===== src/rtl/mem_line_arbiter_if.sv =====
// Bundle of the icache, dcache and pmem line-transfer signals seen by the
// memory line arbiter. The slave modport is the arbiter's view: it receives
// cache requests and pmem responses, and it drives cache responses and pmem
// strobes. The master modport is the environment's view: the caches plus
// the memory / cacheline adaptor.
interface mem_line_arbiter_if #(
  parameter int LINE_W = 256
);
  logic              i_read;
  logic [31:0]       i_address;
  logic [LINE_W-1:0] i_rdata;
  logic              i_resp;

  logic              d_read;
  logic              d_write;
  logic [31:0]       d_address;
  logic [LINE_W-1:0] d_wdata;
  logic [LINE_W-1:0] d_rdata;
  logic              d_resp;

  logic              pmem_read;
  logic              pmem_write;
  logic [31:0]       pmem_address;
  logic [LINE_W-1:0] pmem_wdata;
  logic [LINE_W-1:0] pmem_rdata;
  logic              pmem_resp;

  modport slave (
    input  i_read, i_address, d_read, d_write, d_address, d_wdata,
           pmem_rdata, pmem_resp,
    output i_rdata, i_resp, d_rdata, d_resp,
           pmem_read, pmem_write, pmem_address, pmem_wdata
  );

  modport master (
    output i_read, i_address, d_read, d_write, d_address, d_wdata,
           pmem_rdata, pmem_resp,
    input  i_rdata, i_resp, d_rdata, d_resp,
           pmem_read, pmem_write, pmem_address, pmem_wdata
  );
endinterface


===== src/rtl/mem_line_arbiter.sv =====
// Shares the single pmem port between icache line fills and dcache line
// fills/writebacks. One line transaction is granted at a time and is held
// until pmem responds. The D side wins ties, but once STARVE_LIMIT D grants
// have been issued back to back while I was waiting, the next grant goes to I.
module mem_line_arbiter #(
  parameter int STARVE_LIMIT = 4,
  parameter int LINE_W       = 256
) (
  input logic              clk,
  input logic              rst,
  mem_line_arbiter_if.slave bus
);

  localparam logic [1:0] IDLE    = 2'd0;
  localparam logic [1:0] SERVE_I = 2'd1;
  localparam logic [1:0] SERVE_D = 2'd2;

  localparam int STREAK_W = $clog2(STARVE_LIMIT + 1);
  localparam logic [STREAK_W-1:0] STREAK_MAX = STREAK_W'(STARVE_LIMIT);

  logic [1:0]          state;
  logic [1:0]          state_next;
  logic [STREAK_W-1:0] streak;
  logic [31:0]         addr_q;
  logic [LINE_W-1:0]   wdata_q;
  logic                write_q;
  logic                d_req;
  logic                grant_d;
  logic                grant_i;

  // Grant decision, only meaningful while IDLE; D wins unless I has been starved.
  always_comb begin
    d_req   = bus.d_read | bus.d_write;
    grant_d = (state == IDLE) && d_req && (!bus.i_read || (streak < STREAK_MAX));
    grant_i = (state == IDLE) && !grant_d && bus.i_read;
  end

  // Next state: every transaction returns to IDLE, so grants are never back to back.
  always_comb begin
    state_next = state;
    case (state)
      IDLE: begin
        if (grant_d)      state_next = SERVE_D;
        else if (grant_i) state_next = SERVE_I;
      end
      SERVE_I, SERVE_D: begin
        if (bus.pmem_resp) state_next = IDLE;
      end
      default: state_next = IDLE;
    endcase
  end

  // State register.
  always_ff @(posedge clk) begin
    if (rst) state <= IDLE;
    else     state <= state_next;
  end

  // Capture the granted request so later requester-side changes cannot disturb pmem.
  always_ff @(posedge clk) begin
    if (rst) begin
      addr_q  <= '0;
      wdata_q <= '0;
      write_q <= 1'b0;
    end else if (grant_d) begin
      addr_q  <= bus.d_address;
      write_q <= bus.d_write;
      if (bus.d_write) wdata_q <= bus.d_wdata;
    end else if (grant_i) begin
      addr_q  <= bus.i_address;
      write_q <= 1'b0;
    end
  end

  // Count consecutive D grants made while I was waiting; any I grant clears it.
  always_ff @(posedge clk) begin
    if (rst) begin
      streak <= '0;
    end else if (grant_d) begin
      if (!bus.i_read)              streak <= '0;
      else if (streak < STREAK_MAX) streak <= streak + STREAK_W'(1);
    end else if (grant_i) begin
      streak <= '0;
    end
  end

  // pmem strobes decode from state and the latched op, so they cannot glitch with inputs.
  assign bus.pmem_read    = (state == SERVE_I) || ((state == SERVE_D) && !write_q);
  assign bus.pmem_write   = (state == SERVE_D) && write_q;
  assign bus.pmem_address = addr_q;
  assign bus.pmem_wdata   = wdata_q;

  // Completion pulses go only to the granted side; pmem_resp in IDLE is dropped.
  assign bus.i_resp  = (state == SERVE_I) && bus.pmem_resp;
  assign bus.d_resp  = (state == SERVE_D) && bus.pmem_resp;
  assign bus.i_rdata = bus.pmem_rdata;
  assign bus.d_rdata = bus.pmem_rdata;

endmodule


===== src/flat_wrapper.sv =====
// flat-port wrapper written by rule: the top's interface ports become plain ports
module mem_line_arbiter_flat 
#(
  parameter int STARVE_LIMIT = 4,
  parameter int LINE_W       = 256
)
  (clk, rst, bus_i_read, bus_i_address, bus_d_read, bus_d_write, bus_d_address, bus_d_wdata, bus_pmem_rdata, bus_pmem_resp, bus_i_rdata, bus_i_resp, bus_d_rdata, bus_d_resp, bus_pmem_read, bus_pmem_write, bus_pmem_address, bus_pmem_wdata);
  mem_line_arbiter_if #(.LINE_W(LINE_W)) bus_i ();
  input logic clk;
  input logic rst;
  input wire logic [$bits(bus_i.i_read)-1:0] bus_i_read;
  input wire logic [$bits(bus_i.i_address)-1:0] bus_i_address;
  input wire logic [$bits(bus_i.d_read)-1:0] bus_d_read;
  input wire logic [$bits(bus_i.d_write)-1:0] bus_d_write;
  input wire logic [$bits(bus_i.d_address)-1:0] bus_d_address;
  input wire logic [$bits(bus_i.d_wdata)-1:0] bus_d_wdata;
  input wire logic [$bits(bus_i.pmem_rdata)-1:0] bus_pmem_rdata;
  input wire logic [$bits(bus_i.pmem_resp)-1:0] bus_pmem_resp;
  output wire logic [$bits(bus_i.i_rdata)-1:0] bus_i_rdata;
  output wire logic [$bits(bus_i.i_resp)-1:0] bus_i_resp;
  output wire logic [$bits(bus_i.d_rdata)-1:0] bus_d_rdata;
  output wire logic [$bits(bus_i.d_resp)-1:0] bus_d_resp;
  output wire logic [$bits(bus_i.pmem_read)-1:0] bus_pmem_read;
  output wire logic [$bits(bus_i.pmem_write)-1:0] bus_pmem_write;
  output wire logic [$bits(bus_i.pmem_address)-1:0] bus_pmem_address;
  output wire logic [$bits(bus_i.pmem_wdata)-1:0] bus_pmem_wdata;
  assign bus_i.i_read = bus_i_read;
  assign bus_i.i_address = bus_i_address;
  assign bus_i.d_read = bus_d_read;
  assign bus_i.d_write = bus_d_write;
  assign bus_i.d_address = bus_d_address;
  assign bus_i.d_wdata = bus_d_wdata;
  assign bus_i.pmem_rdata = bus_pmem_rdata;
  assign bus_i.pmem_resp = bus_pmem_resp;
  assign bus_i_rdata = bus_i.i_rdata;
  assign bus_i_resp = bus_i.i_resp;
  assign bus_d_rdata = bus_i.d_rdata;
  assign bus_d_resp = bus_i.d_resp;
  assign bus_pmem_read = bus_i.pmem_read;
  assign bus_pmem_write = bus_i.pmem_write;
  assign bus_pmem_address = bus_i.pmem_address;
  assign bus_pmem_wdata = bus_i.pmem_wdata;
  mem_line_arbiter #(.STARVE_LIMIT(STARVE_LIMIT), .LINE_W(LINE_W)) u_core (.clk(clk), .rst(rst), .bus(bus_i));
endmodule

===== config.mk =====
export PLATFORM = sky130hd
export DESIGN_NAME = mem_line_arbiter_flat
export DESIGN_NICKNAME = d
export VERILOG_FILES = /design/src/rtl/mem_line_arbiter_if.sv /design/src/rtl/mem_line_arbiter.sv /design/src/flat_wrapper.sv
export SDC_FILE = /design/constraint.sdc
export NUM_CORES = 1
export LEC_CHECK = 0
export CORE_AREA = 2 2 538 540
export CTS_CLUSTER_DIAMETER = 120
export DETAILED_ROUTE_END_ITERATION = 8
export DIE_AREA = 0 0 540 542
export DONT_BUFFER_PORTS = 1
export PLACE_DENSITY_LB_ADDON = 0.12
export SLEW_MARGIN = 20
export SYNTH_ARGS = -nofsm -noshare
export SYNTH_HDL_FRONTEND = slang
export SYNTH_SLANG_ARGS = --single-unit

===== constraint.sdc =====
create_clock -name clk -period 3.2 [get_ports clk]
set_input_delay 0.64 -clock clk [delete_from_list [all_inputs] [get_ports clk]]
set_output_delay 0.64 -clock clk [all_outputs]
set_load 0.02 [all_outputs]

# Yosys cells after proc, flatten, opt, wreduce, memory -nomap -nowiden
# Index checks and enable logic that the tools add are counted.
# op_classes
add_sub_neg	1
magnitude_cmp	1
eq_ne	5
muxes	12
bitwise_logic	1
n_reduce_logical	19
# op_table
operator	n
2-to-1 mux 32 bit	2
2-to-1 mux 3 bit	4
logical AND 1 bit	8
2-to-1 mux 2 bit	3
AND reduction 2 bit	3
one-hot mux 2 bit (2 select lines)	1
adder 3 x 1 -> 3 bit, second input constant	1
zero test 1 bit	3
< comparator 3 bit, second input constant	1
inequality test 3 x 1 -> 1 bit, second input constant	1
inequality test 3 bit, second input constant	1
equality test 2 x 1 -> 1 bit, second input constant	1
equality test 2 bit, second input constant	1
zero test 2 bit	1
logical OR 1 bit	2
2-to-1 mux 1 bit	2
inequality test 2 bit, second input constant	1
nonzero test 2 bit	1
OR reduction 2 bit	1
OR 1 bit	1
# totals
ff_bits	294
input_bits	582
wordCells	44

# Depth between registers and ports, before layout
# Gate-level depths: netlist (run 1).
# logic_depth
word_depth	9
ltp_mapped	8
mapped_depth_nobuf	5

# Least setup slack after synthesis (run 1)
# OpenSTA, ideal clock, no wires.
# synth_timing
path_type	in2reg
from	in bus_d_write
to	reg u_core.streak[1]
setup_ps	128
arrival_time_ps	1537
slack_ps	1535
path_stages	6
n_path_buf	3
cell_sequence	buf_4 or2_1 buf_2 buf_2 a32oi_1 nor2_1
# synth_via
elab_chain_len	8
word_cells_on_any_way	10
classes_between	eq/ne (1); mux (1); bitwise (1); reduce/logical (7)
# synth_rtl
element	line	rtl
start, declared	flat_wrapper.sv:14	input wire logic [$bits(bus_i.d_write)-1:0] bus_d_write;
OR 1 bit *	mem_line_arbiter.sv:33	d_req = bus.d_read | bus.d_write;
logical AND 1 bit * (2 in a row)	mem_line_arbiter.sv:34	grant_d = (state == IDLE) && d_req && (!bus.i_read || (streak < STREAK_MAX));
zero test 1 bit	mem_line_arbiter.sv:35	grant_i = (state == IDLE) && !grant_d && bus.i_read;
logical AND 1 bit (2 in a row)	mem_line_arbiter.sv:35	
nonzero test 2 bit (no source line)	n/a	
AND reduction 2 bit (no source line)	n/a	
end signal, assigned	mem_line_arbiter.sv:81	else if (streak < STREAK_MAX) streak <= streak + STREAK_W'(1);
end, declared	mem_line_arbiter.sv:23	logic [STREAK_W-1:0] streak;
# Every way passes the cells marked *; elsewhere a longest branch is shown, timed or not.
# A chain may end at the register's enable or synchronous reset.

# Final worst setup path (run 1)
# layout_timing
from	reg u_core.state[1]
to	out bus_i_resp
# layout_via
elab_chain_len	2
# layout_rtl
element	line	rtl
start, declared	mem_line_arbiter.sv:21	logic [1:0] state;
start signal, assigned	mem_line_arbiter.sv:56	else state <= state_next;
equality test 2 x 1 -> 1 bit	mem_line_arbiter.sv:94	assign bus.i_resp = (state == SERVE_I) && bus.pmem_resp;
logical AND 1 bit	mem_line_arbiter.sv:94	
end, declared	flat_wrapper.sv:20	output wire logic [$bits(bus_i.i_resp)-1:0] bus_i_resp;
# No other way between the ends.

==> metrics.txt, run 1 <==
# TYPE chip_impl_metric gauge
chip_impl_metric{name="seq_area",unit="mm^2"} 0.00589
chip_impl_metric{name="final.fill_count",unit=""} 33900
chip_impl_metric{name="cells_resized_by_post_cts_repair",unit=""} 0
chip_impl_metric{name="setup_viol",unit=""} 0
chip_impl_metric{name="synth.yosys.seq_area_share",unit="%"} 38.4
chip_impl_metric{name="power_density_over_the_cells",unit="mW/mm^2"} 744
chip_impl_info{name="tritoncts",value="built"} 1
chip_impl_metric{name="max_slew_margin",unit="%"} 13.4
chip_impl_metric{name="p_leak",unit="nW"} 4.93
chip_impl_metric{name="max_slew.worst_pin.slew",unit="ns"} 1.30
chip_impl_metric{name="avgRoutedWirePerCell",unit="um"} 24.3
chip_impl_metric{name="fraction_of_final_layout_cells_with_drive_strength_greater_than_1",unit="%"} 7.11
chip_impl_metric{name="placement_rows",unit=""} 197
chip_impl_metric{name="final_count_of_pins_violating_max_slew",unit=""} 0
chip_impl_info{name="clockRootBuffer",value="clkbuf_16"} 1
chip_impl_metric{name="dpl_cell_area",unit="mm^2"} 0.0158
chip_impl_metric{name="clock_transition_at_the_registers_of_the_reported_paths",unit="ns"} 0.06
chip_impl_metric{name="finalSetupTns",unit="ns"} 0
chip_impl_metric{name="syn-mean-instance-area",unit="um^2"} 8.04
chip_impl_metric{name="max_cap_violations",unit=""} 0
chip_impl_metric{name="final-hold-violation-count",unit=""} 0
chip_impl_metric{name="final_design_area_no_fill",unit="mm^2"} 0.0183
chip_impl_metric{name="starting_density_of_the_core",unit="%"} 5.34
chip_impl_info{name="sort_of_element_at_the_end_of_the_critical_path",value="primary output"} 1
chip_impl_metric{name="drt_first_pass_iters",unit=""} 5
chip_impl_metric{name="io_buffer_count",unit=""} 0
chip_impl_metric{name="routed_wire_length_on_met2",unit="um"} 56600
chip_impl_info{name="yosys-top-cells-area",value="dfxtp_1, buf_4, nand3_1"} 1
chip_impl_metric{name="global_route.overflow_total",unit=""} 0
chip_impl_metric{name="cts.hold.buffers_added",unit=""} 84
chip_impl_metric{name="synth-compound-area-share",unit="%"} 20.3
chip_impl_metric{name="final_gp_congestion",unit=""} 0.683
chip_impl_metric{name="post_synth_num_cell_types",unit=""} 31
chip_impl_metric{name="timing.final.crit_share",unit="%"} 77.6
chip_impl_metric{name="post-cts-setup-buffers",unit=""} 0
chip_impl_metric{name="drc_violation_total_after_the_first_tritonroute_iteration",unit=""} 628
chip_impl_metric{name="clockBufferDepth",unit=""} 3
chip_impl_metric{name="synth.net_count",unit=""} 2492
chip_impl_metric{name="timing.critical_path.arrival",unit="ns"} 1.84
chip_impl_metric{name="syn-cell-area",unit="mm^2"} 0.0153
chip_impl_metric{name="cts-buffers-inserted",unit=""} 49
chip_impl_metric{name="skew",unit="ns"} 0.0273
chip_impl_metric{name="synth.ff_latch_count",unit=""} 294
chip_impl_info{name="critical_path.startpoint_type",value="flip-flop"} 1
chip_impl_metric{name="worstSkewPairLatency",unit="ns"} 0.68
chip_impl_metric{name="height_of_the_die",unit="um"} 542
chip_impl_metric{name="globalRouteTotalUtil",unit="%"} 8.29
chip_impl_info{name="hold_path_class",value="in -> reg"} 1
chip_impl_metric{name="die_x",unit="um"} 540
chip_impl_metric{name="met3_routed_wl",unit="um"} 23000
chip_impl_metric{name="grt_start_max_net_pins",unit=""} 267
chip_impl_metric{name="crit_path_max_fanout",unit=""} 3
chip_impl_metric{name="grt_first_pass_wirelength",unit="um"} 157000
chip_impl_metric{name="finish.net_count",unit=""} 1971
chip_impl_metric{name="synth-xor-area-share",unit="%"} 0
chip_impl_metric{name="final_antenna_net_count",unit=""} 0
chip_impl_metric{name="h_tree_level_count",unit=""} 2
chip_impl_metric{name="syn_to_final_growth",unit="%"} 19.7
chip_impl_metric{name="synthAdderAreaFrac",unit="%"} 0.327
chip_impl_metric{name="drt_total_wl",unit="um"} 126000
chip_impl_metric{name="overall_die_area",unit="mm^2"} 0.293
chip_impl_metric{name="worstPathRequired",unit="ns"} 2.56
chip_impl_metric{name="floorplan.core_area",unit="mm^2"} 0.287
chip_impl_metric{name="max_clock_freq",unit="GHz"} 0.403
chip_impl_info{name="topRoutingLayerUsed",value="met4"} 1
chip_impl_metric{name="post-route-drc-count",unit=""} 0
chip_impl_metric{name="fin_crit",unit="ns"} 2.48
chip_impl_metric{name="post_synth_and_or_nand_nor_area_fraction",unit="%"} 10.7
chip_impl_info{name="timing_worst_setup_path_type",value="reg -> out"} 1
chip_impl_metric{name="synth.yosys.warnings",unit=""} 0
chip_impl_info{name="synth_largest_area_cell",value="dfxtp_1"} 1
chip_impl_metric{name="place.detailed.hpwl",unit="um"} 98400
chip_impl_metric{name="vias",unit=""} 12100
chip_impl_metric{name="synth_cells",unit=""} 1906
chip_impl_metric{name="first_global_vias",unit=""} 12600
chip_impl_metric{name="vdd_ir_drop_max",unit="mV"} 0.375
chip_impl_metric{name="grt_antenna_before_repair",unit=""} 32
chip_impl_metric{name="viasPerCell",unit=""} 2.32
chip_impl_metric{name="synth_top_area_share",unit="%"} 38.4
chip_impl_metric{name="wirelength_met1",unit="um"} 36800
chip_impl_info{name="rsz_0062_raised_after_global_routing",value="false"} 1
chip_impl_info{name="largest_family_of_logic_cells_by_synthesized_area",value="buffers and inverters"} 1
chip_impl_metric{name="clock_sink_count",unit=""} 294
chip_impl_metric{name="pin_count",unit=""} 1386
chip_impl_metric{name="area_of_the_multi_input_gates",unit="mm^2"} 0.00482
chip_impl_info{name="run_status",value="finished clean"} 1
chip_impl_metric{name="multiplexer_share_of_the_synthesized_area",unit="%"} 0
==> critical path, cell delays in order (launching register included) <==
cell     delay (ns)
dfxtp_1        0.31
inv_1          0.09
ha_1           0.18
and2_1         0.55
==> metrics by stage <==
stage / cells / power [W] / setup slack (ns) / hold WS, ns / util [%]
floorplan: 1906 / 0.00747 / 1.54 / 0.444 / -
global placement: 5031 / 0.00812 / 0.934 / 0.460 / 5.51
detailed placement: 5031 / 0.00810 / 0.937 / 0.471 / 5.51
CTS: 5202 / 0.0143 / 0.423 / 0.000293 / 6.38
global route: 5204 / 0.0146 / 0.522 / 0.0331 / 6.38
finish: 5210 / 0.0136 / 0.718 / 0.108 / 6.39
==> flip-flops by register name, summed over array words and instances, names as in the netlist <==
signal / cells
u_core.bus.pmem_wdata: 256
u_core.state: 2
u_core.bus.pmem_address: 32
u_core.write_q: 1
u_core.streak: 3
==> cells in the mapped netlist (all sizes together) <==
cell and count:
clkbuf 95, a21boi 1, o31ai 1, a32oi 2, a22oi 1, or2 1
a21bo 1, o21ai 289, inv 4, ha 4, and2 3, nand2b 2
a211oi 1, a21oi 259, nand3 289, a21o 2, nand3b 1, nand2 1
o31a 1, and3b 1, a311oi 32, dfxtp 294, buf 585, nor2 36
==> final cells by class <==
class / instances / area share, %
Sequential cell: 294 / 32.1
Inverter: 4 / 0.123
Antenna cell: 8 / 0.109
Multi-Input combinational cell: 928 / 26.3
Timing Repair Buffer: 108 / 6.58
Tap cell: 3781 / 25.8
Clock inverter: 13 / 1.27
Clock buffer: 74 / 7.70
==> where the power goes <==
group | internal, W | leakage, nW | switching, W | total (W)
logic | 0.000731 | 1.72 | 0.00165 | 0.00238
registers | 0.00413 | 2.42 | 0.00138 | 0.00551
clock network | 0.00343 | 0.794 | 0.00231 | 0.00574
==> layer usage <==
| metal | GRT usage, % | up-vias |
|---|---|---|
| met3 | 6.71 | 422 |
| met1 | 6.92 | 5691 |
| met5 | 0.132 | - |
| li1 | - | 5048 |
| met4 | 6.05 | 0 |
| met2 | 13.1 | 918 |
==> layout by cell type, fill, tap and decap left out, drive strengths merged, types with 2 or more instances in the layout <==
cell type    count
and2             3
o21ai          289
nor2            36
ha               4
dfxtp          294
a21oi          259
inv              7
clkbuf          74
nand2b           2
a32oi            2
dlygate4sd3     83
clkinv           4
diode            8
a311oi          32
a21o             2
nand3          289
bufinv           5
buf             25
==> logic make-up after synthesis <==
family / count (synthesis)
buffers and inverters: 684
adder cells (fa/ha/maj): 4
flip-flops: 294
AND/OR/NAND/NOR: 334
AO/OA/AOI/OAI: 590
==> worst paths after layout <==
check	startpoint	to	slack [ns]	cells after the start
setup / recovery	u_core.state[1]$_SDFFE_PP0P_	bus_i_resp	0.72	3
hold / removal	bus_d_wdata[226]	u_core.bus.pmem_wdata[226]$_SDFFE_PP0P_	0.11	2
setup reg to reg	u_core.state[0]$_SDFFE_PP0P_	u_core.bus.pmem_wdata[142]$_SDFFE_PP0P_	0.94	6
hold reg to reg	u_core.streak[0]$_SDFFE_PP0P_	u_core.streak[0]$_SDFFE_PP0P_	0.49	2
Power figures use the tool's default switching activity.
==> run 2, diff against run 1 <==
--- a/config.mk
+++ b/config.mk
@@ -5,10 +5,11 @@
 export SDC_FILE = /design/constraint.sdc
 export NUM_CORES = 1
 export LEC_CHECK = 0
-export CORE_AREA = 2 2 538 540
+export ABC_AREA = 1
+export CORE_AREA = 2 2 547 549
 export CTS_CLUSTER_DIAMETER = 120
 export DETAILED_ROUTE_END_ITERATION = 8
-export DIE_AREA = 0 0 540 542
+export DIE_AREA = 0 0 549 551
 export DONT_BUFFER_PORTS = 1
 export PLACE_DENSITY_LB_ADDON = 0.12
 export SLEW_MARGIN = 20
==> constraint.sdc (replaced) <==
create_clock -name clk -period 2 [get_ports clk]
set_input_delay 0.4 -clock clk [delete_from_list [all_inputs] [get_ports clk]]
set_output_delay 0.4 -clock clk [all_outputs]
set_load 0.02 [all_outputs]
==> run 2 against run 1 <==
Net effect: the run now ends with negative hold slack left; non-clock buffer count is 241 higher; routed wire length is 17% higher; power grew 50%; cell area increased by 14%; synthesized cell count increased by 1.9%; sequential cell count unchanged; sequential share of layout area decreased by 3.9 points; largest cell class unchanged.
==> metrics.txt, run 2 <==
# TYPE chip_impl_metric gauge
chip_impl_info{name="run_status",value="complete, but fails checks"} 1
chip_impl_metric{name="final.fill_count",unit=""} 34900
chip_impl_info{name="timing.critical_path.slowest_stage_cell",value="dfxtp_4"} 1
chip_impl_metric{name="max_slew_margin",unit="%"} 25.4
chip_impl_metric{name="power.share.switching",unit="%"} 35.7
chip_impl_metric{name="synth.yosys.seq_area_share",unit="%"} 39.5
chip_impl_info{name="rsz_0062_raised_after_global_routing",value="true"} 1
chip_impl_info{name="critical_path.startpoint_type",value="flip-flop"} 1
chip_impl_metric{name="avgRoutedWirePerCell",unit="um"} 25.9
chip_impl_metric{name="global_route.overflow_total",unit=""} 0
chip_impl_metric{name="crit_path_max_fanout",unit=""} 3
chip_impl_metric{name="clock_transition_at_the_registers_of_the_reported_paths",unit="ns"} 0.06
chip_impl_info{name="tritoncts",value="built"} 1
chip_impl_info{name="worstPathCellList",value="inv_2 -> ha_4 -> o21bai_4 -> buf_8"} 1
chip_impl_info{name="sort_of_element_at_the_end_of_the_critical_path",value="primary output"} 1
chip_impl_metric{name="drt_first_pass_iters",unit=""} 5
chip_impl_metric{name="cts-buffers-inserted",unit=""} 47
chip_impl_metric{name="grt_start_max_net_pins",unit=""} 263
chip_impl_info{name="most-common-layout-cells",value="nand2_1, dfxtp_1, dlygate4sd3_1"} 1
chip_impl_metric{name="vias",unit=""} 12400
chip_impl_metric{name="timing.final.crit_share",unit="%"} 99.0
chip_impl_metric{name="viasPerCell",unit=""} 2.18
chip_impl_metric{name="place.detailed.hpwl",unit="um"} 124000
chip_impl_metric{name="height_of_the_die",unit="um"} 551
chip_impl_metric{name="grt_first_pass_wirelength",unit="um"} 175000
chip_impl_metric{name="skew",unit="ns"} 0.0538
chip_impl_metric{name="area_of_the_multi_input_gates",unit="mm^2"} 0.00456
chip_impl_metric{name="final_antenna_net_count",unit=""} 0
chip_impl_metric{name="largest_stage_delay_on_the_critical_path",unit="ns"} 0.36
chip_impl_info{name="synth_largest_area_cell",value="dfxtp_1"} 1
chip_impl_metric{name="syn_to_final_growth",unit="%"} 40.2
chip_impl_metric{name="finalSetupTns",unit="ns"} 0
chip_impl_metric{name="pin_count",unit=""} 1386
chip_impl_info{name="layout_commonest_cell",value="nand2_1"} 1
chip_impl_info{name="hold_path_class",value="in -> reg"} 1
chip_impl_metric{name="clock_sink_count",unit=""} 294
chip_impl_metric{name="pre_cts_slack",unit="ns"} 0.0996
chip_impl_info{name="yosys-top-cells-area",value="dfxtp_1, buf_4, nand2_1"} 1
chip_impl_info{name="yosys-top-cells-count",value="buf_4, nand2_1, dfxtp_1"} 1
chip_impl_info{name="dominantRegCellSynth",value="dfxtp_1"} 1
chip_impl_metric{name="die_x",unit="um"} 549
chip_impl_info{name="timing_worst_setup_path_type",value="reg -> out"} 1
chip_impl_metric{name="placed_cells",unit=""} 5298
chip_impl_metric{name="fraction_of_final_layout_cells_with_drive_strength_greater_than_1",unit="%"} 10.4
chip_impl_metric{name="synth_cells",unit=""} 1943
chip_impl_metric{name="synth_top_area_share",unit="%"} 39.5
chip_impl_metric{name="drt_total_wl",unit="um"} 148000
chip_impl_metric{name="synth.yosys.warnings",unit=""} 0
chip_impl_metric{name="total_power",unit="W"} 0.0205
chip_impl_metric{name="h_tree_level_count",unit=""} 2
chip_impl_metric{name="fin_crit",unit="ns"} 1.98
chip_impl_metric{name="starting_density_of_the_core",unit="%"} 5.03
chip_impl_info{name="violated_checks",value="negative hold slack"} 1
chip_impl_metric{name="cellInternalPower",unit="W"} 0.0132
chip_impl_metric{name="placement_rows",unit=""} 200
chip_impl_metric{name="power_density_over_the_cells",unit="mW/mm^2"} 981
chip_impl_metric{name="io_buffer_count",unit=""} 0
chip_impl_info{name="crit_family",value="flip-flops"} 1
chip_impl_metric{name="floorplan.core_area",unit="mm^2"} 0.296
chip_impl_metric{name="overall_die_area",unit="mm^2"} 0.302
chip_impl_metric{name="clockBufferDepth",unit=""} 3
chip_impl_metric{name="syn-mean-instance-area",unit="um^2"} 7.67
chip_impl_metric{name="synth.net_count",unit=""} 2529
chip_impl_metric{name="p_seq_share",unit="%"} 39.1
chip_impl_metric{name="globalRouteTotalUtil",unit="%"} 9.20
chip_impl_metric{name="instances_no_fill",unit=""} 5699
chip_impl_metric{name="final_count_of_pins_violating_max_slew",unit=""} 0
chip_impl_metric{name="first_global_vias",unit=""} 12300
chip_impl_metric{name="max_slew.worst_pin.slew",unit="ns"} 1.12
chip_impl_metric{name="post-route-drc-count",unit=""} 0
chip_impl_metric{name="final_gp_congestion",unit=""} 0.733
chip_impl_metric{name="syn-cell-area",unit="mm^2"} 0.0149
chip_impl_metric{name="final-hold-violation-count",unit=""} 6
chip_impl_metric{name="timing.critical_path.arrival",unit="ns"} 1.58
chip_impl_metric{name="worst_hold_slack",unit="ns"} -0.0244
chip_impl_metric{name="post_synth_num_cell_types",unit=""} 19
chip_impl_metric{name="synth.ff_latch_count",unit=""} 294
chip_impl_metric{name="total_net_switching_power",unit="W"} 0.00731
chip_impl_metric{name="setup_viol",unit=""} 0
chip_impl_metric{name="power.clock.fraction",unit="%"} 43.7
chip_impl_info{name="clockRootBuffer",value="clkbuf_16"} 1
chip_impl_metric{name="path_buf_inv",unit=""} 2
chip_impl_metric{name="max_cap_violations",unit=""} 0
chip_impl_info{name="yosys.cell_count.top_type",value="buf_4"} 1
chip_impl_metric{name="pwr-share-comb",unit="%"} 17.2
chip_impl_metric{name="grt_antenna_before_repair",unit=""} 57
chip_impl_metric{name="seq_area",unit="mm^2"} 0.00590
chip_impl_metric{name="p_leak",unit="nW"} 6.37
chip_impl_metric{name="vdd_ir_drop_max",unit="mV"} 0.626
chip_impl_metric{name="drc_violation_total_after_the_first_tritonroute_iteration",unit=""} 631
chip_impl_metric{name="worstSkewPairLatency",unit="ns"} 0.69
chip_impl_metric{name="finish.net_count",unit=""} 2285
chip_impl_metric{name="final.setup.worst_slack",unit="ns"} 0.0208
chip_impl_metric{name="edff_count_synth",unit=""} 0
chip_impl_metric{name="worstPathRequired",unit="ns"} 1.60
chip_impl_metric{name="max_clock_freq",unit="GHz"} 0.505
chip_impl_metric{name="max_reg_flops",unit=""} 256
chip_impl_metric{name="proportion_of_register_bits_with_asynchronous_set_or_reset_after_synthesis",unit="%"} 0
==> run 2: cell count changes in the layout (fill, tap and decap cells not counted), sizes merged, moves of 8 or more <==
cell | previous run | this run
a311oi | 32 | 0
dlygate4sd3 | 83 | 278
nand3 | 289 | 258
diode | 8 | 22
nand2 | 1 | 368
clkinv | 4 | 12
nor2 | 36 | 65
buf | 25 | 67
o21ai | 289 | 34
inv | 7 | 18
==> run 2: cell type report <==
class / instances / area share, %
flip-flops and latches: 294 / 28.2
well taps: 3939 / 23.6
multi-input cells: 993 / 21.8
repair buffers: 349 / 17.9
clock buffers: 68 / 6.87
clock inverters: 20 / 0.994
inverters: 14 / 0.335
diodes: 22 / 0.264
==> run 2: metrics by stage <==
| stage | utilization (%) | cell area, um^2 |
|---|---|---|
| floorplan | - | 14900 |
| global placement | 5.40 | 16000 |
| detailed placement | 5.40 | 16000 |
| CTS | 6.70 | 19800 |
| global route | 7.04 | 20900 |
| finish | 7.05 | 20900 |
==> run 2: power by group through the flow <==
stage	clock network, W	logic [W]	registers, W
after global routing	0.00956	0.00393	0.00819
after detailed placement	0	0.00275	0.00821
after CTS	0.00946	0.00325	0.00810
after floorplan	0	0.00328	0.00749
final	0.00895	0.00353	0.00801
after global placement	0	0.00275	0.00824
==> run 2: layer usage <==
layer / up-vias / share of wire [%] / global-route usage (%) / wire [um]
li1: 5362 / - / - / -
met1: 5534 / 27 / 7.16 / 39700
met2: 1254 / 45 / 14.6 / 66000
met3: 253 / 25 / 10.3 / 36700
met4: 0 / 3.5 / 3.17 / 5130
met5: - / 0 / 0.0313 / 0
==> run 2: logic make-up after synthesis <==
family / count (synthesis) / share of synthesized area, %
and+or+nand+nor: 692 / 19.7
buffers and inverters: 656 / 30.4
AOI/OAI and AO/OA: 297 / 10.0
DFF: 294 / 39.5
adders and majority gates: 4 / 0.336
==> run 2: path summary, 6_finish.rpt <==
check | from | depth (start not counted) | slack (ns) | endpoint
hold / removal | rst | 1 | -0.02 | u_core.bus.pmem_wdata[220]$_SDFFE_PP0P_
hold reg to reg | u_core.streak[2]$_SDFFE_PP0P_ | 2 | 0.47 | u_core.streak[2]$_SDFFE_PP0P_
setup / recovery | u_core.state[1]$_SDFFE_PP0P_ | 4 | 0.02 | bus_pmem_read
setup reg to reg | u_core.state[0]$_SDFFE_PP0P_ | 9 | 0.11 | u_core.bus.pmem_wdata[143]$_SDFFE_PP0P_
==> run 2: timing repair <==
| action | 4_1_cts | 5_1_grt |
|---|---|---|
| setup buffers | 1 | 6 |
| cloned | 0 | 4 |
| setup endpoints to repair | 7 | 86 |
| pin swaps | 3 | 3 |
| hold buffers | 207 | 73 |
| endpoints found under the hold margin | 291 | 90 |
| gates resized for setup | 28 | 21 |
